$ cat config.mk
export PLATFORM = sky130hd
export DESIGN_NAME = seq_div
export DESIGN_NICKNAME = d
export VERILOG_FILES = /design/src/rtl/seq_div_pkg.sv /design/src/rtl/seq_div_step.sv /design/src/rtl/seq_div.sv
export SDC_FILE = /design/constraint.sdc
export NUM_CORES = 1
export LEC_CHECK = 0
export ABC_CLOCK_PERIOD_IN_PS = 3600
export CAP_MARGIN = 20
export CORE_ASPECT_RATIO = 0.75
export CORE_MARGIN = 1
export CORE_UTILIZATION = 25
export CTS_BUF_LIST = sky130_fd_sc_hd__clkbuf_16
export DETAILED_ROUTE_END_ITERATION = 10
export GPL_ROUTABILITY_DRIVEN = 0
export MAX_ROUTING_LAYER = met4
export PLACE_DENSITY = 0.49
export SLEW_MARGIN = 20
export SYNTH_ARGS = -nofsm -noshare
export SYNTH_HDL_FRONTEND = slang
export SYNTH_SLANG_ARGS = --single-unit
$ cat constraint.sdc
create_clock -name clk -period 3.6 [get_ports clk]
set_input_delay 0.72 -clock clk [delete_from_list [all_inputs] [get_ports clk]]
set_output_delay 0.72 -clock clk [all_outputs]
set_load 0.01 [all_outputs]
$ cat src/rtl/seq_div_pkg.sv
// Shared constants and the FSM state type for the sequential divider.
package seq_div_pkg;

  // Default divisor/remainder width; dividend and quotient are twice this.
  localparam int DW_DEFAULT = 8;

  // Step counter width for the default width (counts 0 .. 2*DW-1).
  localparam int CW_DEFAULT = $clog2(2 * DW_DEFAULT);

  typedef enum logic [1:0] {
    ST_IDLE = 2'd0,
    ST_RUN  = 2'd1,
    ST_DONE = 2'd2
  } state_t;

endpackage

$ cat src/rtl/seq_div_step.sv
// One combinational restoring-division step: shift a dividend bit into the
// partial remainder, subtract the divisor if it fits.
module div_step #(
  parameter int DW = 8
) (
  input  logic [DW-1:0] rem_in,
  input  logic          din,
  input  logic [DW-1:0] dvs,
  output logic [DW-1:0] rem_out,
  output logic          q_bit
);

  // The trial value needs DW+1 bits; the stored remainder never does,
  // because after a step it is always strictly below the divisor.
  logic [DW:0] trial;

  assign trial = {rem_in, din};

  // Compare-and-restore; the difference is taken modulo 2^DW since it is
  // known to fit whenever the subtraction is chosen.
  always_comb begin
    q_bit   = 1'b0;
    rem_out = trial[DW-1:0];
    if (trial >= {1'b0, dvs}) begin
      q_bit   = 1'b1;
      rem_out = trial[DW-1:0] - dvs;
    end
  end

endmodule

$ cat src/rtl/seq_div.sv
// Iterative restoring unsigned divider: 2*DW-bit dividend / DW-bit divisor,
// one quotient bit per clock, start/busy/done handshake.
module seq_div
  import seq_div_pkg::*;
#(
  parameter int DW = DW_DEFAULT
) (
  input  logic            clk,
  input  logic            rst,
  input  logic            start,
  input  logic [2*DW-1:0] dividend,
  input  logic [DW-1:0]   divisor,
  output logic            busy,
  output logic            done,
  output logic [2*DW-1:0] quotient,
  output logic [DW-1:0]   remainder,
  output logic            div_by_zero
);

  localparam int CW = $clog2(2 * DW);
  localparam logic [CW-1:0] LAST = CW'(2 * DW - 1);

  state_t state, state_nxt;

  // work holds the unconsumed dividend bits in its upper part and collects
  // quotient bits from the bottom, so after 2*DW shifts it is the quotient.
  logic [2*DW-1:0] work;
  logic [DW-1:0]   dvs_q;
  logic [DW-1:0]   prem;
  logic [CW-1:0]   cnt;

  logic [DW-1:0]   rem_nxt;
  logic            q_bit;
  logic            accept;

  assign accept = start && (state != ST_RUN);

  div_step #(.DW(DW)) u_step (
    .rem_in  (prem),
    .din     (work[2*DW-1]),
    .dvs     (dvs_q),
    .rem_out (rem_nxt),
    .q_bit   (q_bit)
  );

  // State register.
  always_ff @(posedge clk or posedge rst) begin
    if (rst) state <= ST_IDLE;
    else     state <= state_nxt;
  end

  // Next-state: a zero divisor skips the iteration entirely.
  always_comb begin
    state_nxt = state;
    case (state)
      ST_IDLE, ST_DONE: begin
        if (start) state_nxt = (divisor == '0) ? ST_DONE : ST_RUN;
        else       state_nxt = ST_IDLE;
      end
      ST_RUN:  if (cnt == LAST) state_nxt = ST_DONE;
      default: state_nxt = ST_IDLE;
    endcase
  end

  // Handshake outputs decode directly from state.
  always_comb begin
    busy = (state == ST_RUN);
    done = (state == ST_DONE);
  end

  // Datapath: operand capture, one restoring step per RUN cycle, and the
  // result registers that only move on DONE entry.
  always_ff @(posedge clk or posedge rst) begin
    if (rst) begin
      work        <= '0;
      dvs_q       <= '0;
      prem        <= '0;
      cnt         <= '0;
      quotient    <= '0;
      remainder   <= '0;
      div_by_zero <= 1'b0;
    end else if (accept) begin
      if (divisor != '0) begin
        work        <= dividend;
        dvs_q       <= divisor;
        prem        <= '0;
        cnt         <= '0;
        div_by_zero <= 1'b0;
      end else begin
        quotient    <= '1;
        remainder   <= dividend[DW-1:0];
        div_by_zero <= 1'b1;
      end
    end else if (state == ST_RUN) begin
      work <= {work[2*DW-2:0], q_bit};
      prem <= rem_nxt;
      cnt  <= cnt + 1'b1;
      if (cnt == LAST) begin
        quotient  <= {work[2*DW-2:0], q_bit};
        remainder <= rem_nxt;
      end
    end
  end

endmodule

### Word-level counts from Yosys, hierarchy flattened

Cells that the tools add are included.

* reductions and logical operators: 10
* muxes and demuxes: 24
* eq/ne operators: 7
* order comparisons: 1
* add/subtract/negate cells: 2

Operators with widths (count)
* $mux W16: 7
* $mux W8: 8
* $mux W4: 3
* $ge A9 B8 Y1: 1
* $logic_not A8 Y1: 1
* $reduce_bool A8 Y1: 1
* $sub A8 B8 Y8: 1
* $mux W2: 3
* $ne A2 B1 Y1 const B: 3
* $add A4 B1 Y4 const B: 1
* $eq A4 B4 Y1 const B: 1
* $pmux W2 S2: 1
* $reduce_and A2 Y1: 2
* $reduce_bool A2 Y1: 2
* $reduce_and A3 Y1: 1
* $eq A2 B1 Y1 const B: 1
* $eq A2 B2 Y1 const B: 1
* $logic_not A2 Y1: 1
* $mux W1: 2
* $ne A2 B2 Y1 const B: 1
* $reduce_or A2 Y1: 1
* $logic_and A1 B1 Y1: 1

* register bits: 63

### Logic depth before layout (Yosys ltp)

Gate-level depths: netlist of the first run.

* word-level depth: 5
* gate-level depth with buffers: 9
* gate-level depth less buffers: 9

### Cells and area by module

Synthesis of the first run repeated with hierarchy kept, for this count alone.

* cells, all modules: 299
* area total of the unflattened synthesis: 3244.4 µm²

Modules (own cells, without submodules)
* seq_div: area an instance 2705.1 µm², seq. area each 1576.5 µm², cells an instance 233, times used 1
* div_step: area an instance 539.3 µm², seq. area each 0.0 µm², cells an instance 66, times used 1

### Least setup slack after synthesis of the first run

Ideal clock, no wire load.

* kind: input-to-reg
* start: input port divisor[7]
* end: register remainder[7]
* path buffers: 0
* setup slack: 1.620 ns
* arrival: 1.898 ns
* cell stages on the path: 5
* library setup time: 0.082 ns
* path through: nor4_2 nand4_2 and2_4 a221o_1 a31oi_1

* cells in the longest elaborated chain, start to end: 3

Ends and longest elaborated chain
* from (decl): line seq_div.sv:12 `input logic [DW-1:0] divisor,`
* $reduce_bool A8 Y1: line seq_div.sv:83 `if (divisor != '0) begin`
* $ne A2 B2 Y1 (no source line)
* $reduce_and A3 Y1 (no source line)
* to (signal assigned): line seq_div.sv:91 `remainder <= dividend[DW-1:0];`
* to (signal assigned): line seq_div.sv:100 `remainder <= rem_nxt;`
* to (decl): line seq_div.sv:16 `output logic [DW-1:0] remainder,`

No other way between the ends.
A chain may end at the register's enable or synchronous reset.

### Worst setup path in the final report of the first run

* start: register state[1]
* end: output port busy

* cells in the longest elaborated chain, start to end: 1

Ends and longest elaborated chain
* from (decl): line seq_div.sv:23 `state_t state, state_nxt;`
* from (signal assigned): line seq_div.sv:49 `else state <= state_nxt;`
* $eq A2 B1 Y1: line seq_div.sv:67 `busy = (state == ST_RUN);`
* to (decl): line seq_div.sv:13 `output logic busy,`

No other way between the ends.

==> flow_metrics.tcl, run 1 <==
set metrics [dict create \
    yosys_warnings 0 \
    power.leakage_nw 1.796 \
    post-synth-top-count-cell "dfrtp_1" \
    final_antenna_net_count 0 \
    post_cts_buffers 0 \
    syn2layout_area_growth_pct 32.17 \
    via_count 2386 \
    ir_worst_vdd_mv 0.2801 \
    synth_top_family_by_area "compound AO/OA/AOI/OAI gates" \
    synth_fa_ha_area_share_pct 4.305 \
    fin_nets 383 \
    fin_util_pct 34.55 \
    finalCriticalPeriod_ns 2.672 \
    die_area_sq_um 12770 \
    min-delay-start "work[15]$_DFFE_PP0P_" \
    rr_startpoint "prem[5]$_DFFE_PP0P_" \
    finalCritPeriodShare_pct 74.23 \
    clock_path_buffers 2 \
    cts_num_sinks 63 \
    grt_pass1_wl_um 12680 \
    fp.coreArea_sq_um 11780 \
    max_slew_margin_pct 51.34 \
    synth_edf_count 0 \
    r2r_setup_slack_ns 1.36 \
    crit_type "flop to output pin" \
    fin_worst_skew_ns 0.005938 \
    yosys.area.top_type "dfrtp_1" \
    drive_above_1_share_pct 10.86 \
    yosysSeqAreaShare_pct 51.18 \
    synth-xor-area-share_pct 1.706 \
    dr_wl_met3_um 338 \
    crit_start "state[1]$_DFFE_PP0P_" \
    syn_inst 291 \
    grt_start_max_net_pins 42 \
    die_h_um 98.13 \
    ys_top_cells_by_count "63 x dfrtp_1, 37 x nand2_1, 27 x o21ai_0, 19 x mux2i_1, 15 x o22a_1" \
    clk_latency_ns 0.32 \
    synth_fp_nets 328 \
    ctsResizeCount 0 \
    cts_tree "yes" \
    cp_top_family "buffers and inverters" \
    grt.total_usage_pct 13.37 \
    cts_buffers 9 \
    worst_pin_slew_ns 0.7288 \
    grt-ovfl-total 0 \
    maxSlewViolCount 0 \
    drt-total-wl_um 7692 \
    root_buffer "clkbuf_16" \
    row_count 34 \
    top_layer "met4" \
    synthArstFlopShare_pct 100.0 \
    grt_pass1_vias 2434 \
    max_stage_delay_ns 0.62 \
    slowest_stage "clkdlybuf4s50_1" \
    hp-class "flop to flop" \
    io_pins 54 \
    clk_pin_slew_ns 0.06 \
    crit_cells 4 \
    yosys.area_share.simple_pct 12.10 \
    synthMuxAreaShare_pct 8.733 \
    fin_tns_setup_ns 0 \
    antenna_found_initial 0 \
    critical_path_buf_inv_count 3 \
    setup_viol 0 \
    first_iter_violations 142 \
    syn_area_sq_um 3080 \
    synth-compound-area-share_pct 17.47 \
    path_cells "nand2b_1 > buf_4 > inv_1 > clkdlybuf4s50_1" \
    synth-seq-cells 63 \
    powerDensity_nw_per_um2 997.7 \
    dp_hpwl_um 5460 \
    path_max_fanout 17 \
    arrival_ns 1.95 \
    vias_per_cell 4.660 \
    cts.htree.levels 3 \
    endpoint_kind "output pin" \
    drtPass1Iterations 4 \
    synth_flop_cell "dfrtp_1" \
    cts_hold_buf 0 \
    wire_per_inst_um 15.02 \
    syn_avg_cell_area_sq_um 10.59 \
    start_util_pct 26.14 \
    start_kind "flop" \
    synth_cell_type_count 46 \
    rsz0062_at_grt "false" \
    synth_top_area_share_pct 51.18 \
    diodes 0 \
    r2r_cells 7 \
    dr_wl_met2_um 3370 \
    portBuffers 53 \
    cp.required_ns 2.88 \
    hold_viol 0 \
    die_width_um 130.2 \
    fmaxAchievable_mhz 374.2 \
    max_cap_violations 0 \
    m1WireLength_um 3950 \
    synthTopCellsByArea "dfrtp_1 51%, mux2i_1 6.2%, nand2_1 4.5%, o21ai_0 4.4%, o22a_1 4.3%" \
    hold_depth 2 \
    drc 0 \
    status "complete, no violations" \
]
[where the power goes]
group / total (mW) / internal (mW) / switching (mW) / leakage [nW]
sequential: 1.31 / 1.07 / 0.247 / 0.750
clock: 0.837 / 0.528 / 0.308 / 0.133
combinational: 1.91 / 0.920 / 0.993 / 0.913
total: 4.06 / 2.51 / 1.55 / 1.80
[flip-flops by register name, indices dropped and copies added (netlist names)]
| name | cells |
|---|---|
| dvs_q | 8 |
| prem | 8 |
| cnt | 4 |
| quotient | 16 |
| state | 2 |
| div_by_zero | 1 |
| remainder | 8 |
| work | 16 |
[worst paths after layout]
kind / to
worst max-delay path: busy
max in group asynchronous: cnt[2]$_DFFE_PP0P_
worst min-delay path: work[15]$_DFFE_PP0P_
min in group asynchronous: quotient[8]$_DFFE_PP0P_
worst min register to register: work[15]$_DFFE_PP0P_
worst max register to register: prem[6]$_DFFE_PP0P_
[cell usage in the layout, fill, tap and decap left out, drive strengths merged, types with 2 or more instances in the layout]
cell           Yosys  layout
o21ai             30      30
o22a              15      15
clkbuf             5       9
nand2b             3       3
nand2             37      37
nor4               2       2
a21o               4       4
buf               12       8
a31o               2       2
nor2b              2       2
nand3b             2       2
a211oi             4       4
a31oi              2       2
clkinv             0       2
clkdlybuf4s50      0      53
clkinvlp           0       3
nand3              7       7
a21oi              8       8
inv               12      12
a32o               2       2
or2                2       2
ha                 9       9
dfrtp             63      63
mux2i             19      19
xnor2              3       3
mux2               7       7
nand4              4       4
and2               3       3
nor2              13      13
xor2               3       3
a32oi              3       3
a22oi              3       3
[tightest hold or removal path: cells and delay by family (launching register included)]
family | cells | cell delay [ns]
flip-flops | 1 | 0.34
AO/OA/AOI/OAI | 1 | 0.06
AND/OR/NAND/NOR | 1 | 0.05
[layout make-up]
type | instances | area, sq um
Clock inverter | 6 | 62.56
Fill cell | 1220 | 7712
Inverter | 12 | 45.04
Timing Repair Buffer | 61 | 590.6
Tap cell | 162 | 202.7
Multi-Input combinational cell | 199 | 1369
Clock buffer | 9 | 225.2
Sequential cell | 63 | 1577
[metrics by stage]
step | setup slack [ns] | hold WS [ns] | cells | power (mW) | area, sq um
final | 0.9277 | 0.4890 | 512 | 4.062 | 4071
after detailed placement | 0.8647 | 0.4777 | 497 | 3.237 | 3784
after global placement | 0.8767 | 0.4713 | 497 | 3.227 | 3784
after floorplan | 1.310 | 0.4498 | 291 | 2.581 | 3080
after CTS | 0.9211 | 0.4913 | 512 | 4.105 | 4071
after global routing | 0.8601 | 0.5062 | 512 | 4.382 | 4071
[layer usage]
metal / vias to the layer above / GRT usage, %
li1: 1160 / -
met1: 1165 / 19.07
met2: 54 / 18.54
met3: 7 / 3.178
met4: 0 / 3.936
met5: - / -
[kinds of logic (layout without fill, tap and decap cells)]
group | count (synthesis) | in the layout
xor+xnor | 6 | 6
compound gates | 80 | 80
simple gates | 77 | 77
fa+ha+maj | 10 | 10
buf+inv | 29 | 88
flops | 63 | 63
mux | 26 | 26
Power figures use the tool's default switching activity.
==> inputs of run 2 (changes only) <==
--- a/config.mk
+++ b/config.mk
@@ -5,7 +5,7 @@
 export SDC_FILE = /design/constraint.sdc
 export NUM_CORES = 1
 export LEC_CHECK = 0
-export ABC_CLOCK_PERIOD_IN_PS = 3600
+export ABC_CLOCK_PERIOD_IN_PS = 2280
 export CAP_MARGIN = 20
 export CORE_ASPECT_RATIO = 0.75
 export CORE_MARGIN = 1
@@ -14,7 +14,7 @@
 export DETAILED_ROUTE_END_ITERATION = 10
 export GPL_ROUTABILITY_DRIVEN = 0
 export MAX_ROUTING_LAYER = met4
-export PLACE_DENSITY = 0.49
+export PLACE_DENSITY = 0.5
 export SLEW_MARGIN = 20
 export SYNTH_ARGS = -nofsm -noshare
 export SYNTH_HDL_FRONTEND = slang
==> constraint.sdc (replaced) <==
create_clock -name clk -period 2.28 [get_ports clk]
set_input_delay 0.456 -clock clk [delete_from_list [all_inputs] [get_ports clk]]
set_output_delay 0.456 -clock clk [all_outputs]
set_load 0.01 [all_outputs]
==> run 2 against run 1 <==
Net effect: final area is 6.6% higher; global-route usage increased by 0.88 points; routed wire length grew 3.9%; clock skew increased by 0.0052 ns; sequential cell count unchanged; setup slack lost 0.81 ns; final cell count up 3.9%; sequential power up 58%; non-clock buffer count rose by 19; clock power is 76% higher; critical endpoint is now remainder[6]$_DFFE_PP0P_; highest routed layer unchanged.
==> flow_metrics.tcl, run 2 (same netlist as run 1, synthesis figures left out) <==
set metrics [dict create \
    hold_viol 0 \
    die_h_um 98.13 \
    multiInputGateArea_sq_um 1386 \
    r2r_setup_slack_ns 0.12 \
    first_iter_violations 83 \
    placed_cell_area_sq_um 4001 \
    cts_buffers 9 \
    arrival_ns 2.36 \
    cp.required_ns 2.48 \
    ctsResizeCount 0 \
    cts_num_sinks 63 \
    clk_pin_slew_ns 0.06 \
    finalCritPeriodShare_pct 94.72 \
    grt_pass1_vias 2571 \
    powerDensity_nw_per_um2 1578 \
    wire_per_inst_um 15.03 \
    die_area_sq_um 12770 \
    final_antenna_net_count 0 \
    setup_ws_ns 0.1203 \
    cts_hold_buf 0 \
    cts.htree.levels 3 \
    via_count 2415 \
    fin_nets 402 \
    clock_path_buffers 2 \
    holdWs_ns 0.4516 \
    diodes 0 \
    final_cell_mix "63 x dfrtp_1, 53 x clkdlybuf4s50_1, 37 x nand2_1" \
    clk_latency_ns 0.33 \
    top_regs "quotient: 16 flops, work: 16 flops" \
    antenna_found_initial 0 \
    grt.total_usage_pct 14.25 \
    ir_worst_vdd_mv 0.5232 \
    dp_hpwl_um 5831 \
    fin_worst_skew_ns 0.01117 \
    nFillCells 1190 \
    post-place-ws_ns 0.003308 \
    drive_above_1_share_pct 16.49 \
    fin_area_sq_um 4342 \
    final_common_cell "dfrtp_1" \
    drc 0 \
    path_cells "inv_1 > ha_1 > inv_1 > fa_1 > a21o_1 > a31o_2 > a21oi_4 > a31o_2 > nor2_1" \
    fp.coreArea_sq_um 11780 \
    grt_pass1_wl_um 13410 \
    post_cts_buffers 0 \
    max_cap_violations 0 \
    status "complete, no violations" \
    portBuffers 53 \
    slowest_stage "fa_1" \
    path_max_fanout 4 \
    vias_per_cell 4.539 \
    drt-total-wl_um 7994 \
    fmaxAchievable_mhz 463.0 \
    maxSlewViolCount 0 \
    max_stage_delay_ns 0.41 \
    endpoint_kind "flop" \
    ff_latch_area_sq_um 1577 \
    start_kind "flop" \
    die_width_um 130.2 \
    crit_type "flop to flop" \
    io_pins 54 \
    syn2layout_area_growth_pct 40.94 \
    grt-ovfl-total 0 \
    cp_top_family "compound AO/OA/AOI/OAI gates" \
    critical_path_buf_inv_count 2 \
    cts_tree "yes" \
    power.leakage_nw 1.933 \
    hp-class "input pin to asynchronous set/reset pin" \
    max_slew_margin_pct 66.82 \
    finalCriticalPeriod_ns 2.160 \
    drtPass1Iterations 4 \
    row_count 34 \
    start_util_pct 26.14 \
    grt_start_max_net_pins 27 \
    root_buffer "clkbuf_16" \
    worst_pin_slew_ns 0.4852 \
    setup_viol 0 \
]
run 2: worst paths after layout:
kind / from / endpoint / depth (start not counted)
worst max-delay path: work[15]$_DFFE_PP0P_ / remainder[6]$_DFFE_PP0P_ / 9
min in group clk: quotient[11]$_DFFE_PP0P_ / quotient[11]$_DFFE_PP0P_ / 1
worst min-delay path: rst / quotient[8]$_DFFE_PP0P_ / 2
worst min register to register: quotient[11]$_DFFE_PP0P_ / quotient[11]$_DFFE_PP0P_ / 1
worst max register to register: work[15]$_DFFE_PP0P_ / remainder[6]$_DFFE_PP0P_ / 9
max in group asynchronous: rst / dvs_q[7]$_DFFE_PP0P_ / 3
run 2: routing by layer:
layer  vias to the layer above  global-route usage [%]  part of all wire (%)
li1                       1195                       -                     -
met1                      1169                   20.10                    53
met2                        43                   19.64                    43
met3                         8                   3.507                   3.4
met4                         0                   4.830                   1.1
met5                         -                       -                     0
run 2: where the power goes:
group	leakage, nW	internal, mW	switching, mW	total [mW]
logic	1.03	1.66	1.65	3.31
registers	0.750	1.68	0.392	2.07
clock network	0.152	0.957	0.513	1.47
run 2: final cells by class:
cell class,instances,share of cell area [%]
timing repair buffer,80,18.62
inverter,12,1.037
tap,162,4.669
multi-input combinational,199,31.93
clock buffer,9,5.187
clock inverter,7,2.248
sequential,63,36.31
run 2: worst reg2reg max path: cells and delay by family, from the launching register on:
family          cells  cell delay [ns]
buf+inv             2             0.16
compound gates      4             0.84
flops               1             0.38
fa+ha+maj           2             0.60
simple gates        1             0.05
run 2: stage by stage:
stage / instances / setup TNS (ns) / power (mW) / util, %
2_1_floorplan: 291 / 0 / 4.076 / -
3_3_place_gp: 516 / 0 / 5.281 / 33.96
3_5_place_dp: 516 / 0 / 5.342 / 33.96
4_1_cts: 532 / 0 / 6.869 / 36.70
5_1_grt: 532 / -0.004594 / 7.395 / 36.84
6_report: 532 / 0 / 6.853 / 36.84
==> inputs of run 3 (changes only) <==
--- a/config.mk
+++ b/config.mk
@@ -6,7 +6,7 @@
 export NUM_CORES = 1
 export LEC_CHECK = 0
 export ABC_CLOCK_PERIOD_IN_PS = 2280
-export CAP_MARGIN = 20
+export CAP_MARGIN = 10
 export CORE_ASPECT_RATIO = 0.75
 export CORE_MARGIN = 1
 export CORE_UTILIZATION = 25
@@ -15,7 +15,6 @@
 export GPL_ROUTABILITY_DRIVEN = 0
 export MAX_ROUTING_LAYER = met4
 export PLACE_DENSITY = 0.5
-export SLEW_MARGIN = 20
 export SYNTH_ARGS = -nofsm -noshare
 export SYNTH_HDL_FRONTEND = slang
 export SYNTH_SLANG_ARGS = --single-unit
==> constraint.sdc (replaced) <==
create_clock -name clk -period 2.28 [get_ports clk]
set_input_delay 0.684 -clock clk [delete_from_list [all_inputs] [get_ports clk]]
set_output_delay 0.684 -clock clk [all_outputs]
set_load 0.01 [all_outputs]
==> run 3 against run 2 <==
Net effect: clock power fell by 4%; critical endpoint is now remainder[7]$_DFFE_PP0P_; total power fell by 0.94%; largest cell class unchanged; register-to-register slack got worse by 0.02 ns; critical path type is now input pin to flop; worst hold slack improved by 0.035 ns.
==> flow_metrics.tcl, run 3 (same netlist as run 1, synthesis figures left out) <==
set metrics [dict create \
    die_area_sq_um 12770 \
    power_mw 6.789 \
    antenna_found_initial 0 \
    fp.coreArea_sq_um 11780 \
    final_cell_mix "63 x dfrtp_1, 52 x clkdlybuf4s50_1, 37 x nand2_1" \
    final_antenna_net_count 0 \
    fin_worst_skew_ns 0.004300 \
    wire_per_inst_um 15.05 \
    m1WireLength_um 4125 \
    arrival_ns 2.45 \
    via_count 2495 \
    fin_nets 412 \
    slowest_stage "clkdlybuf4s50_1" \
    powerDensity_nw_per_um2 1548 \
    max_cap_violations 0 \
    grt-ovfl-total 0 \
    power.leakage_nw 1.984 \
    finalCriticalPeriod_ns 2.205 \
    diodes 0 \
    path_cells "clkdlybuf4s50_1 > nor4_2 > nand4_2 > and2_4 > a221o_1 > a31oi_1" \
    drive_above_1_share_pct 17.89 \
    fin_util_pct 37.21 \
    status "complete, no violations" \
    nFillCells 1180 \
    vias_per_cell 4.603 \
    max_stage_delay_ns 0.43 \
    clk_latency_ns 0.33 \
    drtPass1Iterations 4 \
    portBuffers 53 \
    rsz0062_at_grt "true" \
    dr_wl_met3_um 490 \
    grt.total_usage_pct 14.56 \
    setup_viol 0 \
    switching_share_pct 37.18 \
    p_sw_mw 2.524 \
    fmaxAchievable_mhz 453.5 \
    hp-class "flop to flop" \
    grt_start_max_net_pins 39 \
    finalCritPeriodShare_pct 96.71 \
    io_pins 54 \
    row_count 34 \
    r2r_cells 9 \
    stdcell_count 542 \
    dr_wl_met2_um 3379 \
    hold_viol 0 \
    cts_tree "yes" \
    power_frac_comb_pct 48.8 \
    p_int_mw 4.265 \
    setup_ws_ns 0.07506 \
    clk_pin_slew_ns 0.05 \
    cts.htree.levels 3 \
    seq_power_share_pct 30.4 \
    endpoint_kind "flop" \
    top_regs "quotient: 16 flops, work: 16 flops" \
    first_iter_violations 153 \
    grt_pass1_wl_um 13610 \
    cp.required_ns 2.52 \
    drt-total-wl_um 8159 \
    r2r_setup_slack_ns 0.10 \
    post-place-ws_ns -0.2648 \
    path_max_fanout 5 \
    clock_path_buffers 2 \
    worst_pin_slew_ns 0.4421 \
    syn2layout_area_growth_pct 42.32 \
    die_h_um 98.13 \
    ir_worst_vdd_mv 0.5102 \
    maxSlewViolCount 0 \
    hold_depth 1 \
    root_buffer "clkbuf_16" \
    grt_pass1_vias 2549 \
    cts_buffers 9 \
    start_util_pct 26.14 \
    start_kind "input pin" \
    crit_type "input pin to flop" \
    cts_num_sinks 63 \
    p_clk_share_pct 20.8 \
    placed_cells 526 \
    dp_hpwl_um 5988 \
    drc 0 \
    top_layer "met4" \
    final_common_cell "dfrtp_1" \
    max_slew_margin_pct 69.76 \
    die_width_um 130.2 \
]
==> run 3: power groups by stage <==
stage / Sequential [mW] / Clock, mW / Combinational, mW
finish: 2.07 / 1.41 / 3.31
global route: 2.14 / 1.50 / 3.71
CTS: 2.07 / 1.45 / 3.31
detailed placement: 2.08 / 0 / 3.28
global placement: 2.08 / 0 / 3.22
floorplan: 2.08 / 0 / 2.00
==> run 3: layout make-up <==
type	count	area, sq um	area share [%]
clock buffer	9	225.2	5.137
clock inverter	7	80.08	1.826
inverter	12	45.04	1.027
multi-input combinational	199	1381	31.51
sequential	63	1577	35.96
tap	162	202.7	4.623
timing repair buffer	90	873.3	19.92
==> run 3: repair_timing <==
action / 4_1_cts / 5_1_grt
pin swaps: 0 / 1
gates resized for setup: 1 / 4
buffers inserted: 0 / 0
setup endpoints to repair: 1 / 6
hold buffers: 0 / 0
==> run 3: worst max-delay path: cells and delay by family <==
| family | cells | cell delay [ns] |
|---|---|---|
| AO/OA/AOI/OAI | 2 | 0.49 |
| buffers and inverters | 1 | 0.43 |
| AND/OR/NAND/NOR | 3 | 0.84 |
==> run 3: stage by stage <==
stage | hold WS (ns) | instance area, sq um | TNS [ns]
2_1_floorplan | 0.4498 | 3080 | 0
3_3_place_gp | 0.4788 | 4064 | -5.678
3_5_place_dp | 0.4779 | 4064 | -7.637
4_1_cts | 0.4919 | 4373 | 0
5_1_grt | 0.5164 | 4384 | -0.01611
6_report | 0.4864 | 4384 | 0
==> run 3: path summary, 6_finish.rpt <==
path / startpoint / endpoint
setup / recovery: divisor[0] / remainder[7]$_DFFE_PP0P_
hold / removal: quotient[11]$_DFFE_PP0P_ / quotient[11]$_DFFE_PP0P_
setup reg to reg: work[15]$_DFFE_PP0P_ / remainder[6]$_DFFE_PP0P_
hold reg to reg: quotient[11]$_DFFE_PP0P_ / quotient[11]$_DFFE_PP0P_
max in group asynchronous: rst / quotient[9]$_DFFE_PP0P_
min in group asynchronous: rst / quotient[7]$_DFFE_PP0P_
==> run 3: layer usage <==
| layer | global-route usage (%) | vias to the layer above |
|---|---|---|
| met5 | - | - |
| met2 | 19.11 | 64 |
| met4 | 5.367 | 0 |
| li1 | - | 1217 |
| met1 | 21.11 | 1203 |
| met3 | 3.726 | 11 |
